## src/rtl/fp_pkg.sv

```systemverilog
// Shared single-precision field widths, unpacked operand type and unpack helper
// for the FP adder datapath.
package fp_pkg;

  localparam int unsigned SIZE_EXP  = 8;
  localparam int unsigned SIZE_MAN  = 23;
  localparam int unsigned SIZE_DATA = SIZE_MAN + 1;

  localparam logic [SIZE_EXP-1:0] EXP_ALL_ONES = '1;

  typedef struct packed {
    logic                 sign;
    logic [SIZE_EXP-1:0]  eff_exp;
    logic [SIZE_DATA-1:0] man;
  } fp_unpacked_t;

  // Denormals and zero use an effective exponent of 1 with the hidden bit cleared.
  function automatic fp_unpacked_t fp_unpack(input logic [SIZE_EXP+SIZE_MAN:0] op);
    fp_unpacked_t        u;
    logic [SIZE_EXP-1:0] e;
    e      = op[SIZE_EXP+SIZE_MAN-1:SIZE_MAN];
    u.sign = op[SIZE_EXP+SIZE_MAN];
    if (e == '0) begin
      u.eff_exp = SIZE_EXP'(1);
      u.man     = {1'b0, op[SIZE_MAN-1:0]};
    end else begin
      u.eff_exp = e;
      u.man     = {1'b1, op[SIZE_MAN-1:0]};
    end
    return u;
  endfunction

endpackage

```

## src/rtl/fp_sticky_gen.sv

```systemverilog
// Sticky bit for a right shift by i_diff: OR of the mantissa bits that fall off
// the bottom. Shift amounts at or beyond the mantissa width discard everything.
module fp_sticky_gen #(
  parameter int unsigned SIZE_DATA = 24,
  parameter int unsigned SIZE_EXP  = 8
) (
  input  logic [SIZE_DATA-1:0] i_man,
  input  logic [SIZE_EXP-1:0]  i_diff,
  output logic                 o_sticky
);

  localparam logic [SIZE_EXP-1:0]  DATA_W = SIZE_EXP'(SIZE_DATA);
  localparam logic [SIZE_DATA-1:0] ONES   = '1;

  logic [SIZE_DATA-1:0] w_mask;

  always_comb begin
    w_mask = '0;
    if (i_diff >= DATA_W) begin
      w_mask = '1;
    end else if (i_diff != '0) begin
      w_mask = ONES >> (DATA_W - i_diff);
    end
  end

  assign o_sticky = |(i_man & w_mask);

endmodule

```

## src/rtl/fp_align_stage.sv

```systemverilog
// Two-stage operand alignment ahead of the right shifter: unpack and order by
// magnitude, then saturate the exponent difference and precompute sticky.
module fp_align_stage #(
  parameter int unsigned SIZE_EXP   = 8,
  parameter int unsigned SIZE_MAN   = 23,
  parameter int unsigned SIZE_DATA  = 24,
  parameter int unsigned SIZE_SHIFT = 5
) (
  input  logic                    i_clk,
  input  logic                    i_rst_n,
  input  logic                    i_valid,
  output logic                    o_ready,
  input  logic [SIZE_EXP+SIZE_MAN:0] i_op_a,
  input  logic [SIZE_EXP+SIZE_MAN:0] i_op_b,
  output logic                    o_valid,
  input  logic                    i_ready,
  output logic                    o_sign_large,
  output logic                    o_sign_small,
  output logic [SIZE_EXP-1:0]     o_exp_large,
  output logic [SIZE_DATA-1:0]    o_man_large,
  output logic [SIZE_DATA-1:0]    o_man_small,
  output logic [SIZE_SHIFT-1:0]   o_shift_number,
  output logic                    o_sticky,
  output logic                    o_swap,
  output logic                    o_special
);
  import fp_pkg::*;

  localparam logic [SIZE_EXP-1:0] SHIFT_MAX = SIZE_EXP'((1 << SIZE_SHIFT) - 1);

  logic w_s2_adv, w_in, w_s1_adv;

  fp_unpacked_t        w_a, w_b, w_large, w_small;
  logic                w_swap, w_special;
  logic [SIZE_EXP-1:0] w_diff;

  logic                r_s1_valid;
  fp_unpacked_t        r_s1_large, r_s1_small;
  logic [SIZE_EXP-1:0] r_s1_diff;
  logic                r_s1_swap, r_s1_special;

  logic                  r_s2_valid;
  logic                  r_sign_large, r_sign_small;
  logic [SIZE_EXP-1:0]   r_exp_large;
  logic [SIZE_DATA-1:0]  r_man_large, r_man_small;
  logic [SIZE_SHIFT-1:0] r_shift;
  logic                  r_sticky, r_swap, r_special;

  logic                  w_sticky;
  logic [SIZE_SHIFT-1:0] w_shift;

  // Stage 2 frees up when empty or draining; stage 1 whenever it can move on.
  assign w_s2_adv = !r_s2_valid || i_ready;
  assign o_ready  = !r_s1_valid || w_s2_adv;
  assign w_in     = i_valid && o_ready;
  assign w_s1_adv = r_s1_valid && w_s2_adv;

  always_comb begin
    w_a       = fp_unpack(i_op_a);
    w_b       = fp_unpack(i_op_b);
    w_swap    = {w_b.eff_exp, w_b.man} > {w_a.eff_exp, w_a.man};
    w_large   = w_swap ? w_b : w_a;
    w_small   = w_swap ? w_a : w_b;
    w_diff    = w_large.eff_exp - w_small.eff_exp;
    w_special = (i_op_a[SIZE_EXP+SIZE_MAN-1:SIZE_MAN] == EXP_ALL_ONES) ||
                (i_op_b[SIZE_EXP+SIZE_MAN-1:SIZE_MAN] == EXP_ALL_ONES);
  end

  always_ff @(posedge i_clk or negedge i_rst_n) begin
    if (!i_rst_n) begin
      r_s1_valid   <= 1'b0;
      r_s1_large   <= '0;
      r_s1_small   <= '0;
      r_s1_diff    <= '0;
      r_s1_swap    <= 1'b0;
      r_s1_special <= 1'b0;
    end else if (o_ready) begin
      r_s1_valid <= i_valid;
      if (w_in) begin
        r_s1_large   <= w_large;
        r_s1_small   <= w_small;
        r_s1_diff    <= w_diff;
        r_s1_swap    <= w_swap;
        r_s1_special <= w_special;
      end
    end
  end

  fp_sticky_gen #(
    .SIZE_DATA (SIZE_DATA),
    .SIZE_EXP  (SIZE_EXP)
  ) u_sticky (
    .i_man    (r_s1_small.man),
    .i_diff   (r_s1_diff),
    .o_sticky (w_sticky)
  );

  assign w_shift = (r_s1_diff > SHIFT_MAX) ? '1 : r_s1_diff[SIZE_SHIFT-1:0];

  always_ff @(posedge i_clk or negedge i_rst_n) begin
    if (!i_rst_n) begin
      r_s2_valid   <= 1'b0;
      r_sign_large <= 1'b0;
      r_sign_small <= 1'b0;
      r_exp_large  <= '0;
      r_man_large  <= '0;
      r_man_small  <= '0;
      r_shift      <= '0;
      r_sticky     <= 1'b0;
      r_swap       <= 1'b0;
      r_special    <= 1'b0;
    end else if (w_s2_adv) begin
      r_s2_valid <= r_s1_valid;
      if (w_s1_adv) begin
        r_sign_large <= r_s1_large.sign;
        r_sign_small <= r_s1_small.sign;
        r_exp_large  <= r_s1_large.eff_exp;
        r_man_large  <= r_s1_large.man;
        r_man_small  <= r_s1_small.man;
        r_shift      <= w_shift;
        r_sticky     <= w_sticky;
        r_swap       <= r_s1_swap;
        r_special    <= r_s1_special;
      end
    end
  end

  assign o_valid        = r_s2_valid;
  assign o_sign_large   = r_sign_large;
  assign o_sign_small   = r_sign_small;
  assign o_exp_large    = r_exp_large;
  assign o_man_large    = r_man_large;
  assign o_man_small    = r_man_small;
  assign o_shift_number = r_shift;
  assign o_sticky       = r_sticky;
  assign o_swap         = r_swap;
  assign o_special      = r_special;

endmodule

```

## config.mk

```make
export PLATFORM = sky130hd
export DESIGN_NAME = fp_align_stage
export DESIGN_NICKNAME = d
export VERILOG_FILES = /design/src/rtl/fp_pkg.sv /design/src/rtl/fp_sticky_gen.sv /design/src/rtl/fp_align_stage.sv
export SDC_FILE = /design/constraint.sdc
export NUM_CORES = 1
export LEC_CHECK = 0
export BUFFER_PORTS_ARGS = -buffer_cell sky130_fd_sc_hd__buf_2
export CAP_MARGIN = 20
export CORE_AREA = 4 4 178 180
export DETAILED_ROUTE_END_ITERATION = 10
export DIE_AREA = 0 0 182 184
export PLACE_DENSITY = 0.49
export SYNTH_ARGS = -nofsm -noshare
export SYNTH_HDL_FRONTEND = slang
export SYNTH_SLANG_ARGS = --single-unit
```

## constraint.sdc

```tcl
create_clock -name i_clk -period 2.1 [get_ports i_clk]
set_input_delay 0.315 -clock i_clk [delete_from_list [all_inputs] [get_ports i_clk]]
set_output_delay 0.315 -clock i_clk [all_outputs]
set_load 0.01 [all_outputs]
```

; Yosys cells after proc, flatten, opt, wreduce, memory -nomap -nowiden
; Index checks and enable logic that the tools add are counted.
[word_totals]
ff_bits = 136
latchBits = 0
ram_bits = 0
mem_bits_ro = 0
inputBits = 68
output_inout_bits = 68
elab_cells = 48
mem_count = 0
[op_classes]
addsub = 2
multipliers = 0
n_div = 0
order_cmp = 3
n_eq_ne = 2
shift = 1
n_mux = 7
bitwise = 1
n_reduce_logical = 13
[ops]
columns = cell, count
row1 = $mux W33, 2
row2 = $mux W32, 2
row3 = $mux W24, 2
row4 = $gt A32 B32 Y1, 1
row5 = $and A24 B24 Y24, 1
row6 = $reduce_or A24 Y1, 1
row7 = $shr A24 B8 Y24 const A, 1
row8 = $eq A8 B8 Y1 const B, 2
row9 = $logic_not A8 Y1, 2
row10 = $ge A8 B5 Y1 const B, 1
row11 = $gt A8 B5 Y1 const B, 1
row12 = $reduce_bool A8 Y1, 1
row13 = $sub A5 B8 Y8 const A, 1
row14 = $sub A8 B8 Y8, 1
row15 = $mux W5, 1
row16 = $reduce_and A2 Y1, 2
row17 = $logic_or A1 B1 Y1, 3
row18 = $logic_and A1 B1 Y1, 2
row19 = $logic_not A1 Y1, 2

; Depth between registers and ports, before layout
; Gate-level depths: netlist of run 1.
[logic_depth]
word_depth = 6
mapped_depth = 16

; By module
; From an unflattened synthesis of run 1, not the netlist that was laid out.
[hier_totals]
hier_cells = 894
area_unflattened_um2 = 7552.2
[modules_own_cells]
columns = module, instances, cells_per_inst, area_per_inst_um2, seq_area_each_um2
row1 = fp_align_stage, 1, 790, 6862.8, 3403.3
row2 = fp_sticky_gen, 1, 104, 689.4, 0.0

; Least setup slack after synthesis of run 1
; Ideal clock, no wire load.
[synth_timing]
path_type = input-to-reg
start = input i_op_b[24]
end = register r_s1_large[27] in the netlist's numbering
setup_ns = 0.132
t_arrival_ns = 3.257
path_slack_ns = -1.289
cell_stages = 15
n_path_buf = 4
cell_sequence = buf_6 or4_4 nor4_1 nand2_1 ha_1 and4_1 and4_1 nor3b_1 o31a_1 clkbuf_8 nor2_2 buf_2 buf_2 mux2i_1 o21ai_1
[synth_via]
elab_chain_len = 4
[synth_lines]
columns = element, line_no
row1 = from (decl), fp_align_stage.sv:14  ; input logic [SIZE_EXP+SIZE_MAN:0] i_op_b,
row2 = $logic_not A8 Y1, fp_pkg.sv:23  ; if (e == '0) begin
row3 = $mux W32 *, fp_pkg.sv:23
row4 = $gt A32 B32 Y1, fp_align_stage.sv:61  ; w_swap = {w_b.eff_exp, w_b.man} > {w_a.eff_exp, w_a.man};
row5 = $mux W33 *, fp_align_stage.sv:62  ; w_large = w_swap ? w_b : w_a;
row6 = to (signal assigned), fp_align_stage.sv:80  ; r_s1_large <= w_large;
row7 = to (decl), fp_align_stage.sv:38  ; fp_unpacked_t r_s1_large, r_s1_small;
; Every way passes the cells marked *; elsewhere a longest branch is shown, timed or not.
; A chain may end at the register's enable or synchronous reset.

; Worst setup path in the final report of run 1
[layout_timing]
start = input i_op_a[29]
end = register r_s1_diff[6]
[layout_via]
elab_chain_len = 5
[layout_lines]
columns = element, line_no
row1 = from (decl), fp_align_stage.sv:13  ; input logic [SIZE_EXP+SIZE_MAN:0] i_op_a,
row2 = $logic_not A8 Y1, fp_pkg.sv:23
row3 = $mux W32 *, fp_pkg.sv:23
row4 = $gt A32 B32 Y1, fp_align_stage.sv:61
row5 = $mux W33 (on tied branches), "fp_align_stage.sv:62, fp_align_stage.sv:63"
row6 = $sub A8 B8 Y8 *, fp_align_stage.sv:64  ; w_diff = w_large.eff_exp - w_small.eff_exp;
row7 = to (signal assigned), fp_align_stage.sv:82  ; r_s1_diff <= w_diff;
row8 = to (decl), fp_align_stage.sv:39  ; logic [SIZE_EXP-1:0] r_s1_diff;
; Marked as above.

==> results of run 1 <==
-- cell usage after synthesis (all sizes together), types with 2 or more instances --
cell type	instances
mux2i	31
nor2b	2
nor4	6
o211a	4
a221oi	2
nor3b	4
or3	2
a2bb2oi	4
a41oi	2
xnor2	5
and2	3
nand2	266
clkbuf	33
o21ai	83
dfrtp	136
ha	32
a31oi	5
or2	2
o22ai	3
nand3	8
o211ai	5
buf	14
xor2	5
and3	4
o21a	2
a21oi	57
or4	3
o2bb2ai	2
a21o	2
inv	40
a21boi	3
o22a	4
nand3b	3
o31ai	3
and4	3
nor3	7
nor2	45
a211oi	3
o31a	2
nand4	13
nand2b	8
-- repair_timing --
| action | CTS | global route |
|---|---|---|
| gates cloned | 2 | 1 |
| pin swaps | 8 | 2 |
| gates resized for setup | 40 | 25 |
| hold buffers | 1 | 0 |
| hold endpoints to repair | 39 | 0 |
| setup endpoints to repair | 67 | 67 |
| setup buffers | 9 | 1 |
-- cell usage in the layout, fill, tap and decap left out, types with 5 or more instances in the layout --
master and count:
sky130_fd_sc_hd__a21oi_1 32, sky130_fd_sc_hd__a21oi_2 23, sky130_fd_sc_hd__buf_12 10, sky130_fd_sc_hd__buf_2 130, sky130_fd_sc_hd__buf_4 138, sky130_fd_sc_hd__buf_6 9
sky130_fd_sc_hd__clkbuf_16 18, sky130_fd_sc_hd__dfrtp_1 136, sky130_fd_sc_hd__ha_1 29, sky130_fd_sc_hd__inv_1 39, sky130_fd_sc_hd__inv_6 5, sky130_fd_sc_hd__mux2i_1 28
sky130_fd_sc_hd__nand2_1 259, sky130_fd_sc_hd__nand2_2 6, sky130_fd_sc_hd__nand2b_1 8, sky130_fd_sc_hd__nand3_1 6, sky130_fd_sc_hd__nand4_1 13, sky130_fd_sc_hd__nor2_1 31
sky130_fd_sc_hd__nor2_2 13, sky130_fd_sc_hd__o211ai_1 5, sky130_fd_sc_hd__o21ai_0 19, sky130_fd_sc_hd__o21ai_1 60
-- final timing paths --
| path | from | endpoint | cells after the start |
|---|---|---|---|
| worst max register to register | r_s1_diff[0] | o_sticky | 10 |
| min in group asynchronous | i_rst_n | o_man_small[9] | 2 |
| worst min-delay path | i_valid | r_s1_valid | 2 |
| max in group asynchronous | i_rst_n | r_s1_small[19] | 3 |
| worst max-delay path | i_op_a[29] | r_s1_diff[6] | 14 |
| worst min register to register | r_s1_large[25] | o_exp_large[1] | 2 |
-- registers in the layout (all words and copies together) (netlist names) --
register and cells:
o_sticky 1, r_s1_diff 8, o_man_small 24, o_sign_large 1, o_man_large 24, o_shift_number 5
o_exp_large 8, r_s1_swap 1, o_swap 1, r_s1_large 33, o_valid 1, r_s1_special 1
o_sign_small 1, o_special 1, r_s1_valid 1, r_s1_small 25
-- logic make-up after synthesis --
| family | count (synthesis) | share of synthesized area (%) |
|---|---|---|
| xor+xnor | 10 | 1.18 |
| compound gates | 194 | 15.9 |
| flops | 136 | 46.0 |
| simple gates | 382 | 22.2 |
| fa+ha+maj | 32 | 5.41 |
| mux | 31 | 4.19 |
| buf+inv | 89 | 5.12 |
-- area by class of cell --
type | instances | area [sq um]
inverters | 40 | 150
clock buffers | 17 | 425
fillers | 3185 | 19500
clock inverters | 15 | 166
flip-flops and latches | 136 | 3400
multi-input cells | 651 | 3990
repair buffers | 289 | 2020
well taps | 396 | 495
-- power breakdown --
group	switching, uW	internal, uW
combinational	1710	1470
clock	1290	1780
sequential	408	3160
total	3400	6410
-- metrics by stage --
| step | power (uW) | setup TNS [ps] | util [%] | hold slack (ps) | worst slack, ps |
|---|---|---|---|---|---|
| global placement | 6640 | -89190 | 32.0 | 277 | -1440 |
| global route | 10400 | -57950 | 35.3 | 138 | -999 |
| floorplan | 5180 | -63830 | - | 19.4 | -1140 |
| detailed placement | 6660 | -91280 | 32.0 | 275 | -1460 |
| CTS | 9890 | -49360 | 34.8 | 123 | -847 |
| finish | 9810 | -50250 | 35.3 | 143 | -841 |
-- metal layers --
layer,vias up,share of wire (%),wire length (um)
li1,3507,-,-
met1,3319,47,11400
met2,141,48,11800
met3,15,3.8,924
met4,0,0.95,230
met5,-,0,0
==> out/summary.md, run 1 <==
Timing
- **worst-case setup margin in the final layout** -841 ps
- **crit path time final** 2940 ps
- **final clock skew** 14.3 ps
- **maximum clock frequency** 340 MHz
- **share of the clock period used by the worst path after layout** 140%
- **Setup-failing EPs final** 66
- **number of slew-limit violations in the final report** 0
- **endpoints failing hold** 0
- **unrepaired setup endpoints after global routing** true
- **slew at the pin closest to its max-slew limit** 497 ps
- **worst-case headroom to the max-slew limit** 66.5%

Logic synthesis
- **Mean Syn Cell Area** 8.47 sq um
- **area fraction of the dominant cell type after synthesis** 46.0%
- **netlist area before placement** 0.00740 sq mm
- **synthesized instance count** 874
- **number of enable-type register cells in the synthesized netlist** 0
- **Synth area leader** sky130_fd_sc_hd__dfrtp_1
- **portion of the post-synthesis area used by sequential elements** 46.0%
- **fraction of registers with async set/reset** 100%
- **main area contributors after synthesis** sky130_fd_sc_hd__dfrtp_1, sky130_fd_sc_hd__nand2_1, sky130_fd_sc_hd__ha_1
- **net count of the mapped netlist** 974
- **flops & latches, synth** 136
- **count of synthesis-stage warnings from yosys** 0
- **number of distinct library cells after synthesis** 68
- **Top FF cell, synth** sky130_fd_sc_hd__dfrtp_1

Outcome
- **outcome** finished with violations
- **failing checks** negative setup slack

Critical path
- **critical path startpoint category** primary input
- **Max stage delay cell, worst path** sky130_fd_sc_hd__or4_4
- **critical path endpoint category** flop
- **Largest delay share family, worst path** simple AND/OR/NAND/NOR gates
- **crit path cell chain** buf_6 -> or4_4 -> o41a_1 -> ha_4 -> and3_4 -> and4_4 -> nor3b_2 -> o31a_1 -> buf_12 -> nor4_2 -> o211ai_1 -> and3_4 -> xor2_1 -> o21ai_1
- **Arr. time, crit path** 3240 ps
- **cell repeated most along the worst path** sky130_fd_sc_hd__and3_4
- **minimum setup slack among reg-to-reg paths** 0 ps
- **critical path required time** 2400 ps
- **largest incremental delay on the critical path** 530 ps
- **CP bufs+invs** 2
- **Crit Path Class** primary input to flop
- **biggest fanout along the worst timing path** 11

Routing
- **wire length after detailed routing** 24300 um
- **Via density** 4.52
- **via count** 6982
- **wire length per cell** 15.7 um
- **DR iter-0 viols** 382
- **number of detailed-route iterations in the first pass** 4
- **DRC violations left** 0
- **number of antenna-violating nets in the routed design** 0

Global routing
- **met2 usage** 24.1%
- **number of global-route vias before repair** 7065
- **global-route wire length before repair** 38500 um
- **Global Route Usage Sum** 14.5%
- **Global Route met1 Usage** 19.8%
- **layer with the highest usage after global routing** met2
- **initial antenna violation count** 0
- **met3 track demand over resource in global routing** 2.45%
- **maximum number of pins on one net before global-route repair** 86
- **total congestion overflow** 0

Clock tree
- **CTS sink count** 136
- **Clk Latency, worst-skew pair** 430 ps
- **CTS tree** built
- **clock buffers created by TritonCTS** 17
- **clock tree buffer depth** 2
- **Worst-path clk slew** 60 ps
- **CTS H-tree lvls** 4
- **cell chosen for the clock root** sky130_fd_sc_hd__clkbuf_16

Layout
- **number of antenna diodes** 0
- **share of cells above drive strength 1** 35.5%
- **NumNets Final** 1235
- **layout-stage area growth over the synthesis result** 43.9%
- **post-route cell area** 0.0107 sq mm
- **Layout Cells excl Fill** 1544

Die
- **row count** 64
- **Horiz. Die Dim** 182 um
- **Total Die Area** 0.0335 sq mm
- **number of top-level pins** 136
- **Die Height** 184 um
- **effective utilization at floorplan** 24.5%
- **placeable core region** 0.0302 sq mm

Place
- **Port Buffers** 135
- **gp weighted congestion** 0.859
- **post-detail-place hpwl** 18600 um
- **placed cell count** 1498
- **Placed Area** 0.00966 sq mm

Power
- **Cell Pwr Density** 921 mW/mm^2
- **IR drop worst, VDD** 0.534 mV
- **leak pwr** 0.00540 uW

Job
- **Max-cap violations** 0

Hold path
- **classification of the worst-slack hold path** primary input to flop

(Power assumes the default switching activity.)
==> run 2, diff against run 1 <==
--- a/config.mk
+++ b/config.mk
@@ -5,12 +5,12 @@
 export SDC_FILE = /design/constraint.sdc
 export NUM_CORES = 1
 export LEC_CHECK = 0
+export ABC_AREA = 1
 export BUFFER_PORTS_ARGS = -buffer_cell sky130_fd_sc_hd__buf_2
 export CAP_MARGIN = 20
-export CORE_AREA = 4 4 178 180
+export CORE_AREA = 4 4 177 179
 export DETAILED_ROUTE_END_ITERATION = 10
-export DIE_AREA = 0 0 182 184
-export PLACE_DENSITY = 0.49
+export DIE_AREA = 0 0 181 183
 export SYNTH_ARGS = -nofsm -noshare
 export SYNTH_HDL_FRONTEND = slang
 export SYNTH_SLANG_ARGS = --single-unit
==> run 2 against run 1 <==
The run still ends with negative setup slack left. Utilization is 4.0 points higher. Non-clock buffer count up 42. Critical path depth is 3 higher. Synthesized cell count increased by 9.6%. Setup slack improved by 390 ps. Hold slack better by 12 ps. Clock power up 2%. Critical path type unchanged. Largest cell class unchanged.
==> out/summary.md, run 2 <==
Layout
- **NumNets Final** 1362, +10%
- **Layout Cells excl Fill** 1666, +7.9%
- **utilization after layout** 39.2%, +4.0 points
- **flip-flop count of the largest register, all copies and words added** 33, unchanged
- **layout-stage area growth over the synthesis result** 57.0%
- **count of filler cells inserted in the layout** 3005, -5.7%
- **most common cell after layout, fill and taps aside** sky130_fd_sc_hd__nand2_1
- **register containing the most flip-flops in the final layout** r_s1_large
- **share of cells above drive strength 1** 40.9%, +5.4 points
- **top flop regs** r_s1_large (33), r_s1_small (25)
- **most frequent cells in the layout** sky130_fd_sc_hd__nand2_1, sky130_fd_sc_hd__buf_4, sky130_fd_sc_hd__dfrtp_1, sky130_fd_sc_hd__inv_1, sky130_fd_sc_hd__buf_2

Logic synthesis
- **number of enable-type register cells in the synthesized netlist** 0, unchanged
- **synthesized instance count** 958, +9.6%
- **Synth area leader** sky130_fd_sc_hd__dfrtp_1
- **net count of the mapped netlist** 1058, +8.6%
- **most common cell in the synthesized netlist** sky130_fd_sc_hd__nand2_1
- **count of synthesis-stage warnings from yosys** 0, unchanged
- **main area contributors after synthesis** sky130_fd_sc_hd__dfrtp_1, sky130_fd_sc_hd__o21ai_0, sky130_fd_sc_hd__nand2_1
- **Mean Syn Cell Area** 7.71 sq um, -9.0%
- **fraction of registers with async set/reset** 100%, unchanged
- **flops & latches, synth** 136, unchanged
- **area fraction of the dominant cell type after synthesis** 46.1%, +0.10 points
- **list of most frequent post-synthesis cells** sky130_fd_sc_hd__nand2_1, sky130_fd_sc_hd__o21ai_0, sky130_fd_sc_hd__inv_1
- **number of distinct library cells after synthesis** 36, -47%
- **netlist area before placement** 0.00739 sq mm, -0.22%
- **Top FF cell, synth** sky130_fd_sc_hd__dfrtp_1
- **portion of the post-synthesis area used by sequential elements** 46.1%, +0.10 points

Critical path
- **cell depth of the worst flop-to-flop path** 16, +6
- **worst setup path startpoint** i_op_a[23]
- **critical path required time** 2410 ps, about the same
- **largest incremental delay on the critical path** 320 ps, -210 ps
- **Max stage delay cell, worst path** sky130_fd_sc_hd__ha_1
- **worst r2r src** r_s1_diff[1]
- **Arr. time, crit path** 2860 ps, -380 ps
- **critical path endpoint category** flop
- **Largest delay share family, worst path** simple AND/OR/NAND/NOR gates
- **critical path endpoint** r_s1_small[2]
- **critical path startpoint category** primary input
- **CP bufs+invs** 6, +4
- **biggest fanout along the worst timing path** 8, -3
- **Crit Path Class** primary input to flop
- **minimum setup slack among reg-to-reg paths** -20 ps, -20 ps
- **endpoint of the lowest-slack register-to-register path** o_sticky
- **Critical Path Stages** 17, +3
- **crit path cell chain** buf_6 -> nor4_4 -> nand3_2 -> nor2_4 -> nor2_2 -> ha_1 -> nand4_1 -> nor2_2 -> buf_4 -> nand4_4 -> nand2_8 -> buf_12 -> inv_8 -> buf_8 -> buf_12 -> o21ai_2 -> o22ai_1

Place
- **Port Buffers** 135, unchanged
- **gp weighted congestion** 0.907, +5.5%
- **post-detail-place hpwl** 19200 um, +3.5%
- **placed cell count** 1597, +6.6%

Routing
- **DR iter-0 viols** 361, -5.5%
- **wire length after detailed routing** 26700 um, +9.9%
- **wire length per cell** 16.0 um, +1.8%
- **DRC violations left** 0, unchanged
- **Via density** 4.56, +0.75%
- **via count** 7590, +8.7%
- **number of detailed-route iterations in the first pass** 5, +1
- **number of antenna-violating nets in the routed design** 0, unchanged

Clock tree
- **CTS H-tree lvls** 4, unchanged
- **clock buffers created by TritonCTS** 17, unchanged
- **cell chosen for the clock root** sky130_fd_sc_hd__clkbuf_16
- **CTS tree** built
- **Worst-path clk slew** 70 ps, about the same
- **clock tree buffer depth** 2, unchanged
- **CTS sink count** 136, unchanged
- **Clk Latency, worst-skew pair** 440 ps, about the same

Global routing
- **total congestion overflow** 0, unchanged
- **maximum number of pins on one net before global-route repair** 52, -40%
- **number of global-route vias before repair** 7584, +7.3%
- **met3 track demand over resource in global routing** 3.37%, +0.92 points
- **global-route wire length before repair** 41000 um, +6.5%
- **layer with the highest usage after global routing** met2
- **Global Route Usage Sum** 15.5%, +1.0 points
- **Global Route met1 Usage** 20.9%, +1.1 points
- **initial antenna violation count** 2, +2
- **met2 usage** 24.7%, +0.56 points

Hold path
- **classification of the worst-slack hold path** primary input to flop

Timing
- **share of the clock period used by the worst path after layout** 121%, -19 points
- **crit path time final** 2550 ps, -389 ps
- **unrepaired setup endpoints after global routing** true
- **worst-case setup margin in the final layout** -451 ps, +389 ps
- **number of slew-limit violations in the final report** 0, unchanged
- **endpoints failing hold** 0, unchanged
- **slew at the pin closest to its max-slew limit** 523 ps, +25.2 ps
- **Setup-failing EPs final** 67, +1.5%
- **maximum clock frequency** 392 MHz, +15%
- **final clock skew** 14.3 ps, -0.0303 ps
- **worst-case headroom to the max-slew limit** 65.2%, -1.3 points
- **Hold WS** 154 ps, +11.6 ps
- **Fin Setup TNS** -22870 ps, +27380 ps

Die
- **Total Die Area** 0.0331 sq mm, -1.1%
- **Horiz. Die Dim** 181 um, -0.55%
- **number of top-level pins** 136, unchanged
- **effective utilization at floorplan** 25.0%, +0.47 points
- **placeable core region** 0.0296 sq mm, -2.1%
- **row count** 63, -1.6%
- **Die Height** 183 um, -0.54%

Power
- **leak pwr** 0.00581 uW, +7.5%
- **Cell Pwr Density** 952 mW/mm^2, +3.4%
- **IR drop worst, VDD** 0.396 mV, -26%
- **total power** 11000 uW, +13%

Job
- **Max-cap violations** 0, unchanged

Outcome
- **failing checks** negative setup slack
- **outcome** finished with violations

==> run 2: cell types whose count changed after synthesis, moves of 21 or more <==
| cell | change |
|---|---|
| sky130_fd_sc_hd__inv_1 | +102 |
| sky130_fd_sc_hd__mux2i_1 | -31 |
| sky130_fd_sc_hd__nand2_1 | -64 |
| sky130_fd_sc_hd__nand3_1 | +32 |
| sky130_fd_sc_hd__o21ai_0 | +95 |
| sky130_fd_sc_hd__nor2_1 | +24 |
| sky130_fd_sc_hd__o22ai_1 | +21 |
==> run 2: how the worst min path moves through the flow <==
stage               slack [ps]       start         endpoint  cells past startpoint
floorplan                   20     i_rst_n   o_exp_large[0]                      0
global route               150  i_op_b[19]   r_s1_large[19]                      3
global placement           310     i_rst_n  o_man_large[10]                      1
detailed placement         310     i_rst_n  o_man_large[10]                      1
CTS                        140  i_op_b[19]   r_s1_large[19]                      3
finish                     150  i_op_b[19]   r_s1_large[19]                      3
==> run 2: metal layers <==
metal | wire [um] | part of all wire [%]
met1 | 12200 | 46
met2 | 12600 | 47
met3 | 1120 | 4.2
met4 | 681 | 2.6
met5 | 26 | 0.097
==> run 2: final cells by class <==
| class | count | area, sq um | share of cell area [%] |
|---|---|---|---|
| inverter | 145 | 552 | 4.76 |
| sequential | 136 | 3400 | 29.3 |
| tap | 390 | 488 | 4.21 |
| clock buffer | 18 | 439 | 3.79 |
| clock inverter | 14 | 165 | 1.42 |
| antenna | 1 | 2.50 | 0.0216 |
| multi-input combinational | 631 | 3930 | 33.9 |
| timing repair buffer | 331 | 2620 | 22.6 |
==> run 2: kinds of logic (layout without fill, tap and decap cells) <==
group / Yosys count / in the layout / share of synthesized area (%)
AO/OA/AOI/OAI: 243 / 243 / 17.3
flip-flops: 136 / 136 / 46.1
AND/OR/NAND/NOR: 350 / 350 / 20.3
buffers and inverters: 191 / 508 / 10.2
other: 0 / 1 / 0
XOR/XNOR: 6 / 6 / 0.711
adder cells (fa/ha/maj): 32 / 32 / 5.42
==> run 2: stage by stage <==
| step | area, sq um | worst slack (ps) |
|---|---|---|
| 3_5_place_dp | 9660 | -1100 |
| 3_3_place_gp | 9660 | -1010 |
| 2_1_floorplan | 7450 | -447 |
| 6_report | 11600 | -451 |
| 4_1_cts | 10800 | -403 |
| 5_1_grt | 11600 | -596 |
==> run 2: what timing repair did <==
| item | 4_1_cts | 5_1_grt |
|---|---|---|
| endpoints found under the hold margin | 47 | 0 |
| hold buffers | 1 | 0 |
| gates cloned | 4 | 8 |
| gates resized for setup | 132 | 144 |
| setup endpoints to repair | 67 | 67 |
| setup buffers | 10 | 17 |
| pin swaps | 26 | 44 |
==> run 2: power by group <==
group          leakage, uW  internal (uW)  switching (uW)
Clock             0.000290           1810            1300
Combinational      0.00387           1850            2430
Sequential         0.00164           3280             367
Total              0.00581           6940            4100
==> run 2: worst min-delay path: stages <==
cell	delay (ps)
sky130_fd_sc_hd__buf_2	110
sky130_fd_sc_hd__o21ai_1	70
sky130_fd_sc_hd__o21ai_1	60
==> run 3, diff against run 2 <==
--- a/config.mk
+++ b/config.mk
@@ -11,6 +11,7 @@
 export CORE_AREA = 4 4 177 179
 export DETAILED_ROUTE_END_ITERATION = 10
 export DIE_AREA = 0 0 181 183
+export MAX_ROUTING_LAYER = met4
 export SYNTH_ARGS = -nofsm -noshare
 export SYNTH_HDL_FRONTEND = slang
 export SYNTH_SLANG_ARGS = --single-unit
==> run 3 against run 2 <==
The run still ends with negative setup slack left. Total power fell by 5.0%. Utilization shrank 3.0 points. Combinational power down 12%. Maximum frequency decreased by 1.1%. Non-clock buffer count down 17. Count of clock-buffer cells in the layout did not move. Critical path type unchanged. Highest routed layer is now met4. Setup slack worse by 29 ps.
==> out/summary.md, run 3 (synthesis results as in run 2) <==
Outcome
- **outcome** finished with violations
- **failing checks** negative setup slack

Timing
- **slew at the pin closest to its max-slew limit** 511 ps, -11.8 ps
- **worst-case setup margin in the final layout** -480 ps, -28.7 ps
- **maximum clock frequency** 388 MHz, -1.1%
- **Fin Setup TNS** -21810 ps, +1050 ps
- **worst-case headroom to the max-slew limit** 65.9%, +0.78 points
- **endpoints failing hold** 0, unchanged
- **Setup-failing EPs final** 67, unchanged
- **final clock skew** 9.61 ps, -4.65 ps
- **crit path time final** 2580 ps, +28.7 ps
- **unrepaired setup endpoints after global routing** true
- **number of slew-limit violations in the final report** 0, unchanged
- **share of the clock period used by the worst path after layout** 123%, +1.4 points

Global routing
- **maximum number of pins on one net before global-route repair** 67, +29%
- **global-route wire length before repair** 39700 um, -3.2%
- **number of global-route vias before repair** 7306, -3.7%
- **initial antenna violation count** 2, unchanged
- **Global Route Usage Sum** 15.5%, about the same
- **total congestion overflow** 0, unchanged

Die
- **Total Die Area** 0.0331 sq mm, unchanged
- **number of top-level pins** 136, unchanged
- **Die Height** 183 um, unchanged
- **effective utilization at floorplan** 25.0%, unchanged
- **row count** 63, unchanged
- **Horiz. Die Dim** 181 um, unchanged
- **placeable core region** 0.0296 sq mm, unchanged

Layout
- **most common cell after layout, fill and taps aside** sky130_fd_sc_hd__nand2_1
- **register containing the most flip-flops in the final layout** r_s1_large
- **most frequent cells in the layout** sky130_fd_sc_hd__nand2_1, sky130_fd_sc_hd__buf_4, sky130_fd_sc_hd__inv_1, sky130_fd_sc_hd__dfrtp_1, sky130_fd_sc_hd__buf_2
- **flip-flop count of the largest register, all copies and words added** 33, unchanged
- **Layout Cells excl Fill** 1651, -0.90%
- **layout-stage area growth over the synthesis result** 45.0%
- **share of cells above drive strength 1** 33.7%, -7.2 points
- **top flop regs** r_s1_large (33), r_s1_small (25)
- **utilization after layout** 36.2%, -3.0 points
- **NumNets Final** 1345, -1.2%
- **count of filler cells inserted in the layout** 3109, +3.5%

Clock tree
- **cell chosen for the clock root** sky130_fd_sc_hd__clkbuf_16
- **clock tree buffer depth** 2, unchanged
- **CTS sink count** 136, unchanged
- **clock buffers created by TritonCTS** 17, unchanged
- **CTS H-tree lvls** 4, unchanged
- **CTS tree** built
- **Worst-path clk slew** 60 ps, about the same
- **Clk Latency, worst-skew pair** 430 ps, about the same

Critical path
- **Largest delay share family, worst path** simple AND/OR/NAND/NOR gates
- **Crit Path Class** primary input to flop
- **critical path startpoint category** primary input
- **Max stage delay cell, worst path** sky130_fd_sc_hd__ha_1
- **CP bufs+invs** 4, -2
- **crit path cell chain** buf_6 -> nor4_4 -> nand3_2 -> nor2_4 -> nor2_2 -> ha_1 -> nand4_1 -> nor2_2 -> buf_4 -> nand4_4 -> buf_6 -> nand4_1 -> nand2_1 -> inv_1 -> nand3_2 -> or2_0 -> nand3_1 -> o21ai_1
- **Arr. time, crit path** 2890 ps, +30 ps
- **critical path required time** 2410 ps, about the same
- **largest incremental delay on the critical path** 310 ps, about the same
- **critical path endpoint category** flop
- **biggest fanout along the worst timing path** 6, -2

Power
- **IR drop worst, VDD** 0.519 mV, +31%
- **Cell Pwr Density** 979 mW/mm^2, +2.8%
- **leak pwr** 0.00550 uW, -5.2%

Place
- **placed cell count** 1604, +0.44%
- **setup slack after placement** -1140 ps, -38.0 ps
- **gp weighted congestion** 0.925, +2.0%
- **post-detail-place hpwl** 19100 um, -0.37%
- **Port Buffers** 135, unchanged

Routing
- **wire length after detailed routing** 24900 um, -6.9%
- **number of antenna-violating nets in the routed design** 0, unchanged
- **Via density** 4.47, -1.9%
- **via count** 7379, -2.8%
- **DRC violations left** 0, unchanged
- **number of detailed-route iterations in the first pass** 5, unchanged
- **wire length per cell** 15.1 um, -6.0%
- **DR iter-0 viols** 393, +8.9%

Hold path
- **classification of the worst-slack hold path** primary input to flop

Job
- **Max-cap violations** 0, unchanged

==> run 3: cell count changes in the layout (fill, tap and decap cells not counted), moves of 7 or more <==
cell | before | now
sky130_fd_sc_hd__o22ai_1 | 17 | 24
sky130_fd_sc_hd__clkbuf_16 | 24 | 17
sky130_fd_sc_hd__nand2_2 | 26 | 10
sky130_fd_sc_hd__buf_4 | 145 | 169
sky130_fd_sc_hd__o21ai_2 | 29 | 21
sky130_fd_sc_hd__o22ai_2 | 7 | 0
sky130_fd_sc_hd__nor2_2 | 15 | 8
sky130_fd_sc_hd__a21oi_1 | 22 | 38
sky130_fd_sc_hd__buf_6 | 29 | 7
sky130_fd_sc_hd__a21oi_2 | 22 | 7
sky130_fd_sc_hd__o21ai_0 | 66 | 79
sky130_fd_sc_hd__nand2_1 | 175 | 194
sky130_fd_sc_hd__nor2_1 | 43 | 58
sky130_fd_sc_hd__nor2_4 | 12 | 4
==> run 3: routing by layer <==
metal  track usage, %  vias up  wire, um
met5                -        -         0
met4             5.70        0       543
met3             2.60       36      1070
met2             23.6      171     11300
met1             20.8     3460     11900
li1                 -     3712         -
==> run 3: worst paths after layout <==
kind / slack [ps] / depth (start not counted) / from / to
hold / removal: 170 / 3 / i_op_b[31] / r_s1_large[32]
max in group asynchronous: 1050 / 3 / i_rst_n / r_s1_large[25]
setup reg to reg: -10 / 19 / r_s1_diff[1] / o_sticky
setup / recovery: -480 / 18 / i_op_a[26] / r_s1_diff[3]
hold reg to reg: 470 / 2 / r_s1_large[30] / o_exp_large[6]
min in group asynchronous: 390 / 2 / i_rst_n / o_man_large[10]
==> run 3: layout make-up <==
cell class | count | area, sq um | area share [%]
tap | 390 | 488 | 4.56
sequential | 136 | 3400 | 31.8
clock buffer | 18 | 429 | 4.01
timing repair buffer | 314 | 2140 | 20.0
multi-input combinational | 631 | 3520 | 32.9
clock inverter | 14 | 175 | 1.64
inverter | 145 | 544 | 5.08
antenna | 3 | 7.51 | 0.0701
==> run 3: through the flow <==
| step | instance area [sq um] | hold slack (ps) | power (uW) |
|---|---|---|---|
| 6_report | 10700 | 165 | 10500 |
| 5_1_grt | 10700 | 171 | 11200 |
| 4_1_cts | 10600 | 143 | 10600 |
| 3_5_place_dp | 9710 | 292 | 7200 |
| 3_3_place_gp | 9710 | 288 | 7160 |
| 2_1_floorplan | 7450 | 19.4 | 5440 |
==> run 3: timing repair <==
action,in CTS,in global routing
setup buffers,10,1
gates resized for setup,87,26
hold buffers,1,0
pin swaps,15,2
endpoints found under the hold margin,40,0
setup endpoints to repair,67,67
==> run 3: power by group <==
part / internal, uW / switching (uW)
clock: 1870 / 1230
sequential: 3280 / 349
combinational: 1560 / 2190
total: 6710 / 3770
==> run 3: worst register-to-register path, cell delays in order (launching register included) <==
cell                      delay, ps
sky130_fd_sc_hd__dfrtp_1        380
sky130_fd_sc_hd__inv_1           80
sky130_fd_sc_hd__ha_2           180
sky130_fd_sc_hd__nand2_1         60
sky130_fd_sc_hd__nand2_1         80
sky130_fd_sc_hd__nand2_1         70
sky130_fd_sc_hd__xor2_1         140
sky130_fd_sc_hd__inv_1           90
sky130_fd_sc_hd__nand2_4         90
sky130_fd_sc_hd__inv_2           90
sky130_fd_sc_hd__nand3_2         90
sky130_fd_sc_hd__nand2_2        130
sky130_fd_sc_hd__nand3_1         70
sky130_fd_sc_hd__nand2_1         60
sky130_fd_sc_hd__nand2_1         70
sky130_fd_sc_hd__nand2_1         70
sky130_fd_sc_hd__nand2_1         50
sky130_fd_sc_hd__nand2_1         60
sky130_fd_sc_hd__nand2_1         50
sky130_fd_sc_hd__a21oi_1        130
